<file path="config.mk">
export PLATFORM = sky130hd
export DESIGN_NAME = prog_loader
export DESIGN_NICKNAME = d
export VERILOG_FILES = /design/src/rtl/prog_loader.sv
export SDC_FILE = /design/constraint.sdc
export NUM_CORES = 1
export LEC_CHECK = 0
export BUFFER_PORTS_ARGS = -buffer_cell sky130_fd_sc_hd__buf_4
export CAP_MARGIN = 20
export CELL_PAD_IN_SITES_DETAIL_PLACEMENT = 1
export CELL_PAD_IN_SITES_GLOBAL_PLACEMENT = 1
export CORE_ASPECT_RATIO = 0.7
export CORE_MARGIN = 10
export CORE_UTILIZATION = 44
export DETAILED_ROUTE_END_ITERATION = 7
export GPL_TIMING_DRIVEN = 0
export PLACE_DENSITY_LB_ADDON = 0.1
export REMOVE_ABC_BUFFERS = 1
export SYNTH_ARGS = -nofsm -noshare
export SYNTH_HDL_FRONTEND = slang
export SYNTH_SLANG_ARGS = --single-unit
</file>
<file path="constraint.sdc">
create_clock -name clk_i -period 4.02 [get_ports clk_i]
set_input_delay 0.402 -clock clk_i [delete_from_list [all_inputs] [get_ports clk_i]]
set_output_delay 0.402 -clock clk_i [all_outputs]
set_load 0.01 [all_outputs]
</file>
<file path="src/rtl/prog_loader.sv">
`default_nettype none
// ============================================================================
// Module   : prog_loader
// Purpose  : Streams program bytes into instruction memory with a checksum.
// Revision : 1.0
// ============================================================================
module prog_loader #(
  parameter int       WRAP_OK  = 1,
  parameter bit [7:0] CHK_INIT = 8'h00
) (
  input  logic       clk_i,
  input  logic       rst_ni,
  input  logic       start_i,
  input  logic [7:0] base_addr_i,
  input  logic [7:0] length_i,
  input  logic       abort_i,
  input  logic       in_valid_i,
  input  logic [7:0] in_data_i,
  output logic       in_ready_o,
  output logic       mem_we_o,
  output logic [7:0] mem_waddr_o,
  output logic [7:0] mem_din_o,
  output logic       busy_o,
  output logic       done_o,
  output logic       err_o,
  output logic [7:0] checksum_o
);

  typedef enum logic [1:0] {
    IDLE = 2'd0,
    LOAD = 2'd1,
    DONE = 2'd2,
    ERR  = 2'd3
  } state_t;

  state_t     state_q, state_d;
  logic [7:0] addr_q, addr_d;
  logic [7:0] rem_q, rem_d;
  logic [7:0] chk_q, chk_d;
  logic       we_q, we_d;
  logic [7:0] waddr_q, waddr_d;
  logic [7:0] din_q, din_d;

  logic       w_accept;
  logic [8:0] w_end;
  logic       w_overflow;
  logic       w_ready;

  // Ready depends on state and count only, never on in_valid.
  assign w_ready    = (state_q == LOAD) && (rem_q != 8'd0);
  assign w_accept   = w_ready && in_valid_i && !abort_i;
  assign w_end      = {1'b0, base_addr_i} + {1'b0, length_i};
  assign w_overflow = (WRAP_OK == 0) && (w_end > 9'd256);

  always_comb begin
    state_d = state_q;
    addr_d  = addr_q;
    rem_d   = rem_q;
    chk_d   = chk_q;
    we_d    = 1'b0;
    waddr_d = waddr_q;
    din_d   = din_q;
    case (state_q)
      LOAD: begin
        if (abort_i) begin
          state_d = ERR;
        end else if (w_accept) begin
          we_d    = 1'b1;
          waddr_d = addr_q;
          din_d   = in_data_i;
          addr_d  = addr_q + 8'd1;
          rem_d   = rem_q - 8'd1;
          chk_d   = chk_q + in_data_i;
          if (rem_q == 8'd1) begin
            state_d = DONE;
          end
        end
      end
      default: begin
        // IDLE, DONE and ERR all accept a new request; a rejected one
        // leaves the checksum of the previous load visible.
        if (start_i) begin
          if (length_i[0] || w_overflow) begin
            state_d = ERR;
          end else if (length_i == 8'd0) begin
            state_d = DONE;
            chk_d   = CHK_INIT;
            rem_d   = 8'd0;
            addr_d  = base_addr_i;
          end else begin
            state_d = LOAD;
            addr_d  = base_addr_i;
            rem_d   = length_i;
            chk_d   = CHK_INIT;
          end
        end else if (state_q == DONE) begin
          state_d = IDLE;
        end
      end
    endcase
  end

  always_ff @(posedge clk_i or negedge rst_ni) begin
    if (!rst_ni) begin
      state_q <= IDLE;
      addr_q  <= 8'd0;
      rem_q   <= 8'd0;
      chk_q   <= CHK_INIT;
      we_q    <= 1'b0;
      waddr_q <= 8'd0;
      din_q   <= 8'd0;
    end else begin
      state_q <= state_d;
      addr_q  <= addr_d;
      rem_q   <= rem_d;
      chk_q   <= chk_d;
      we_q    <= we_d;
      waddr_q <= waddr_d;
      din_q   <= din_d;
    end
  end

  assign in_ready_o  = w_ready;
  assign mem_we_o    = we_q;
  assign mem_waddr_o = waddr_q;
  assign mem_din_o   = din_q;
  assign busy_o      = (state_q == LOAD);
  assign done_o      = (state_q == DONE);
  assign err_o       = (state_q == ERR);
  assign checksum_o  = chk_q;

endmodule
`default_nettype wire
</file>
==> results.json, run 1 <==
{
  "switchingPower_uw": 800,
  "synth_area_sq_mm": 0.00237,
  "finalSetupViolations": 0,
  "grt.total_usage_pct": 14.5,
  "cp.depth": 5,
  "fp.dieW_um": 108,
  "r2r_end": "addr_q[0]$_DFFE_PN0P_",
  "hold_buffers": 0,
  "grt_max_degree": 44,
  "hold-worst-slack_ps": 88.4,
  "critical_path_class": "flop to flop",
  "clockBufferDepth": 2,
  "status": "finished, final reports clean",
  "cp_common_cell": "a31oi_4",
  "hp-class": "input port to async pin",
  "max_freq_ghz": 0.348,
  "internal_power_mw": 1.23,
  "drive_gt1_share_pct": 30.6,
  "synth-seq-cells": 43,
  "cp.buffers_inverters": 0,
  "fin_skew_ps": 7.34,
  "wl_met3_um": 348,
  "clock_sinks": 43,
  "netlist_top_cells_count": "43 x dfrtp_1, 19 x nor2_1, 18 x o21ai_0, 17 x mux2_2, 16 x a21oi_1",
  "die_area_sq_mm": 0.00876,
  "power_density_mw_per_mm2": 694,
  "arrival_ps": 3050,
  "ys_top_cells_by_area": "dfrtp_1 45%, mux2_2 8.1%, ha_1 5.8%",
  "avgSynthCellArea_sq_um": 10.6,
  "slew_violations": 0,
  "synth_top_area_share_pct": 45.5,
  "drtPass1Iterations": 4,
  "yosys_warnings": 0,
  "antenna_left": 0,
  "post-route-util_pct": 55.9,
  "avgRoutedWirePerCell_um": 17.4,
  "cts_max_level": 2,
  "drc": 0,
  "pwr-share-comb_pct": 46.3,
  "crit_family": "compound AO/OA/AOI/OAI gates",
  "cp-end-kind": "flop",
  "avgViaCountPerCell": 5.49,
  "vdd_ir_drop_max_v": 0.000301,
  "yosys.area.top_type": "dfrtp_1",
  "post-route-period-util_pct": 71.4,
  "r2r-start": "rem_q[4]$_DFFE_PN0P_",
  "place_inst": 341,
  "worstMarginPinSlew_ps": 1010,
  "drt-initial-drc-count": 83,
  "fillCellCount": 600,
  "port_buffers": 57,
  "area_delta_synth_final_pct": 23.6,
  "required_ps": 4200,
  "hold_viol": 0,
  "grt_pass1_vias": 2016,
  "wirelength_um": 6090,
  "cts.clk_slew.worst_paths_ps": 90,
  "syn_inst": 224,
  "power_frac_clock_pct": 13.5,
  "slew_headroom_pct": 33.0,
  "r2r_setup_slack_ps": 1150,
  "leakagePower_nw": 1.34,
  "period_needed_ps": 2870,
  "ff2ff_path_depth": 5,
  "start_util_pct": 45.3,
  "fp.coreArea_sq_mm": 0.00523,
  "synth_top_flop_cell": "dfrtp_1",
  "antenna_found_initial": 0,
  "cts_setup_buffers": 0,
  "cp_slowest_cell": "a31oi_4",
  "cp-start-kind": "flop",
  "fin_ws_ps": 1150,
  "finalNetCount": 318,
  "overflow": 0,
  "die-height_um": 81.4,
  "pre_cts_slack_ps": 1150,
  "wl_met2_um": 2780,
  "slowest_delay_ps": 950,
  "clk_latency_ps": 300,
  "num_antenna_cells": 0,
  "cts_tree": "done",
  "crit_chain": "nor4_4, a31oi_4, a31oi_4, nor3_1, a211o_1",
  "ys_types": 44,
  "cap_violations": 0,
  "power_switching_share_pct": 39.4,
  "highest_layer": "met4",
  "vias": 1921,
  "cts_root_buffer": "clkbuf_8",
  "seqPwrFrac_pct": 40.2,
  "ys_seq_area_share_pct": 45.5,
  "final_cell_area_sq_mm": 0.00293,
  "num_rows": 22,
  "grt_setup_unrepaired": "no",
  "postSynth.asyncResetShare_pct": 100,
  "finalPower_mw": 2.03,
  "post-synth-top-count-cell": "dfrtp_1",
  "path_max_fanout": 40,
  "fin_tns_setup_ps": 0,
  "cts_buffers": 5,
  "post_cts_resized": 0,
  "synth_edf_count": 0,
  "wl_met1_um": 2940,
  "gp_congestion": 0.774,
  "finalNonFillerCells": 350,
  "ios": 58,
  "placed_area_sq_mm": 0.00283,
  "grt_first_pass_wirelength_um": 10200,
  "place_hpwl_um": 4470
}
## registers in the layout, summed over array words and instances (netlist names)
signal       cells
mem_waddr_o      8
mem_din_o        8
checksum_o       8
rem_q            8
state_q          2
addr_q           8
mem_we_o         1
## routing by layer
metal  GRT usage [%]  up-vias
met5               0        -
met4            3.19        0
met3            4.82        2
met2            22.2       39
met1            19.5      946
li1                -      934
## area by class of cell
type	count	area, sq um	area share [%]
clock inverters	2	12.5	0.428
well taps	72	90.1	3.08
repair buffers	58	443	15.1
inverters	6	22.5	0.770
flip-flops and latches	43	1080	36.8
multi-input cells	163	1210	41.3
clock buffers	6	72.6	2.48
## worst reg2reg max path: cells and delay by family, from the launching register on
family	cells	cell delay [ps]
AND/OR/NAND/NOR	2	550
flip-flops	1	500
AO/OA/AOI/OAI	3	1700
## worst max path at each step
stage                                 startpoint               endpoint  slack (ps)
final                       rem_q[4]$_DFFE_PN0P_  addr_q[0]$_DFFE_PN0P_        1150
after global routing        rem_q[4]$_DFFE_PN0P_  addr_q[0]$_DFFE_PN0P_         910
after CTS                 state_q[1]$_DFFE_PN0P_                 busy_o        1120
after detailed placement    rem_q[4]$_DFFE_PN0P_  addr_q[0]$_DFFE_PN0P_        1150
after global placement      rem_q[4]$_DFFE_PN0P_  addr_q[0]$_DFFE_PN0P_        1220
after floorplan             rem_q[4]$_DFFE_PN0P_  addr_q[0]$_DFFE_PN0P_        1770
## power by group through the flow
stage / Clock, mW / Sequential (mW) / Combinational (mW)
after CTS: 0.282 / 0.815 / 0.950
after global placement: 0 / 0.810 / 0.912
after global routing: 0.306 / 0.848 / 1.05
after floorplan: 0 / 0.833 / 0.527
after detailed placement: 0 / 0.823 / 0.945
final: 0.274 / 0.815 / 0.940
## kinds of logic after synthesis
family,count (synthesis),share of synthesized area [%]
AO/OA/AOI/OAI,75,21.9
AND/OR/NAND/NOR,53,12.1
flip-flops,43,45.5
buffers and inverters,18,3.49
multiplexers,18,8.51
adder cells (fa/ha/maj),12,6.66
XOR/XNOR,5,1.85
## cells in the final DEF, fill, tap and decap left out, drive strengths merged, types with 2 or more instances in the layout
cell    synthesis  layout
a211o           3       3
nand2           8       8
nand3           4       4
nor2           19      19
inv             6       6
a21oi          16      16
a31oi           9       9
a22o            7       7
xnor2           4       4
nor3b           4       4
a22oi           2       2
and3            2       2
o21a            2       2
clkbuf          3       6
nor3            4       4
o22a            4       4
dfrtp          43      43
o21ai          18      18
a21o            4       4
nor4            5       5
buf             9      58
mux2           17      17
o21bai          2       2
ha             11      11
a211oi          3       3
No activity file was read; power rests on OpenSTA's default activity.
==> run 2: changes to the inputs <==
--- a/config.mk
+++ b/config.mk
@@ -11,7 +11,7 @@
 export CELL_PAD_IN_SITES_GLOBAL_PLACEMENT = 1
 export CORE_ASPECT_RATIO = 0.7
 export CORE_MARGIN = 10
-export CORE_UTILIZATION = 44
+export CORE_UTILIZATION = 41
 export DETAILED_ROUTE_END_ITERATION = 7
 export GPL_TIMING_DRIVEN = 0
 export PLACE_DENSITY_LB_ADDON = 0.1
==> constraint.sdc (replaced) <==
create_clock -name clk_i -period 2.9 [get_ports clk_i]
set_input_delay 0.29 -clock clk_i [delete_from_list [all_inputs] [get_ports clk_i]]
set_output_delay 0.29 -clock clk_i [all_outputs]
set_load 0.01 [all_outputs]
==> results.json, run 2 (synthesized netlist as in run 1, its figures left out) <==
{
  "placed_area_sq_mm": 0.00283,
  "grt.total_usage_pct": 13.5,
  "clock_sinks": 43,
  "post-route-util_pct": 52.6,
  "antenna_found_initial": 0,
  "power_density_mw_per_mm2": 966,
  "fp.coreArea_sq_mm": 0.00567,
  "avgRoutedWirePerCell_um": 17.8,
  "final_cell_mix": "57 x buf_4, 43 x dfrtp_1, 19 x nor2_1",
  "post-route-period-util_pct": 85.9,
  "vias": 1931,
  "area_delta_synth_final_pct": 26.0,
  "drt-initial-drc-count": 58,
  "required_ps": 3070,
  "finalSetupViolations": 0,
  "drc": 0,
  "cp-start-kind": "flop",
  "clockBufferDepth": 2,
  "pre_cts_slack_ps": 77.5,
  "leakagePower_nw": 1.36,
  "vdd_ir_drop_max_v": 0.000419,
  "clk_latency_ps": 290,
  "ios": 58,
  "cts_tree": "done",
  "critical_path_class": "flop to flop",
  "num_antenna_cells": 0,
  "fin_skew_ps": 10.9,
  "cp-end-kind": "flop",
  "die_area_sq_mm": 0.00926,
  "start_util_pct": 41.8,
  "fin_ws_ps": 409,
  "finalNetCount": 319,
  "port_buffers": 57,
  "grt_pass1_vias": 2085,
  "drtPass1Iterations": 4,
  "max_freq_ghz": 0.401,
  "grt_setup_unrepaired": "no",
  "slew_headroom_pct": 28.3,
  "arrival_ps": 2660,
  "grt_max_degree": 44,
  "worstMarginPinSlew_ps": 1080,
  "gp_congestion": 0.745,
  "cts_buffers": 5,
  "antenna_left": 0,
  "finalPower_mw": 2.88,
  "period_needed_ps": 2490,
  "fin_tns_setup_ps": 0,
  "hold-worst-slack_ps": -26.5,
  "fp.dieW_um": 111,
  "slew_violations": 0,
  "place_hpwl_um": 4640,
  "status": "finished, violations left",
  "avgViaCountPerCell": 5.45,
  "die-height_um": 83.6,
  "cts_max_level": 2,
  "grt_first_pass_wirelength_um": 10800,
  "cts_setup_buffers": 0,
  "layout_commonest_cell": "buf_4",
  "cap_violations": 0,
  "overflow": 0,
  "num_rows": 23,
  "final_cell_area_sq_mm": 0.00298,
  "hp-class": "input port to async pin",
  "cts.clk_slew.worst_paths_ps": 90,
  "cts_root_buffer": "clkbuf_8",
  "hold_viol": 33,
  "violations": "negative hold slack",
  "drive_gt1_share_pct": 31.2,
  "path_max_fanout": 29,
  "wirelength_um": 6310
}
run 2: cell count changes in the layout (fill, tap and decap cells not counted), sizes merged:
cell	change
clkbuf	+1
a31oi	+1
clkinv	-1
run 2: layout make-up:
class,instances,area (sq um)
clock inverters,1,7.51
well taps,75,93.8
flip-flops and latches,43,1080
repair buffers,58,455
clock buffers,7,96.3
multi-input cells,164,1230
fillers,642,2690
inverters,6,22.5
run 2: worst max-delay path, stage by stage (launching register included):
cell	delay (ps)
dfrtp_1	480
nor4_4	400
a31oi_4	450
a31oi_4	660
nor3_1	90
a211o_1	290
run 2: report_power, final:
group	switching [mW]	internal [mW]
sequential	0.260	0.870
combinational	0.654	0.678
clock	0.203	0.217
total	1.12	1.77
run 2: worst paths after layout:
kind | slack [ps] | start | to | cells past startpoint
min reg2reg | 510 | mem_din_o[0]$_DFFE_PN0P_ | mem_din_o[0]$_DFFE_PN0P_ | 1
min in group clk_i | 230 | in_data_i[7] | mem_din_o[7]$_DFFE_PN0P_ | 2
max | 410 | rem_q[4]$_DFFE_PN0P_ | addr_q[0]$_DFFE_PN0P_ | 5
max reg2reg | 410 | rem_q[4]$_DFFE_PN0P_ | addr_q[0]$_DFFE_PN0P_ | 5
max in group asynchronous | 2540 | rst_ni | mem_waddr_o[7]$_DFFE_PN0P_ | 1
min | -30 | rst_ni | mem_din_o[5]$_DFFE_PN0P_ | 1
run 2: per-stage QoR:
stage / hold slack (ps) / cells
after detailed placement: 324 / 344
final: -26.5 / 354
after CTS: 4.29 / 352
after global routing: 9.80 / 354
after floorplan: -5.59 / 212
after global placement: 324 / 344
run 2: what timing repair did:
item                                    CTS  global route
hold buffers                              0             0
resized for setup                         0             1
endpoints found under the setup margin    0            15
run 2: routing by layer:
metal / track usage, % / up-vias / wire length [um]
li1: - / 939 / -
met1: 18.1 / 959 / 3180
met2: 21.4 / 31 / 2900
met3: 3.66 / 2 / 213
met4: 1.77 / 0 / 22
met5: 0 / - / 0
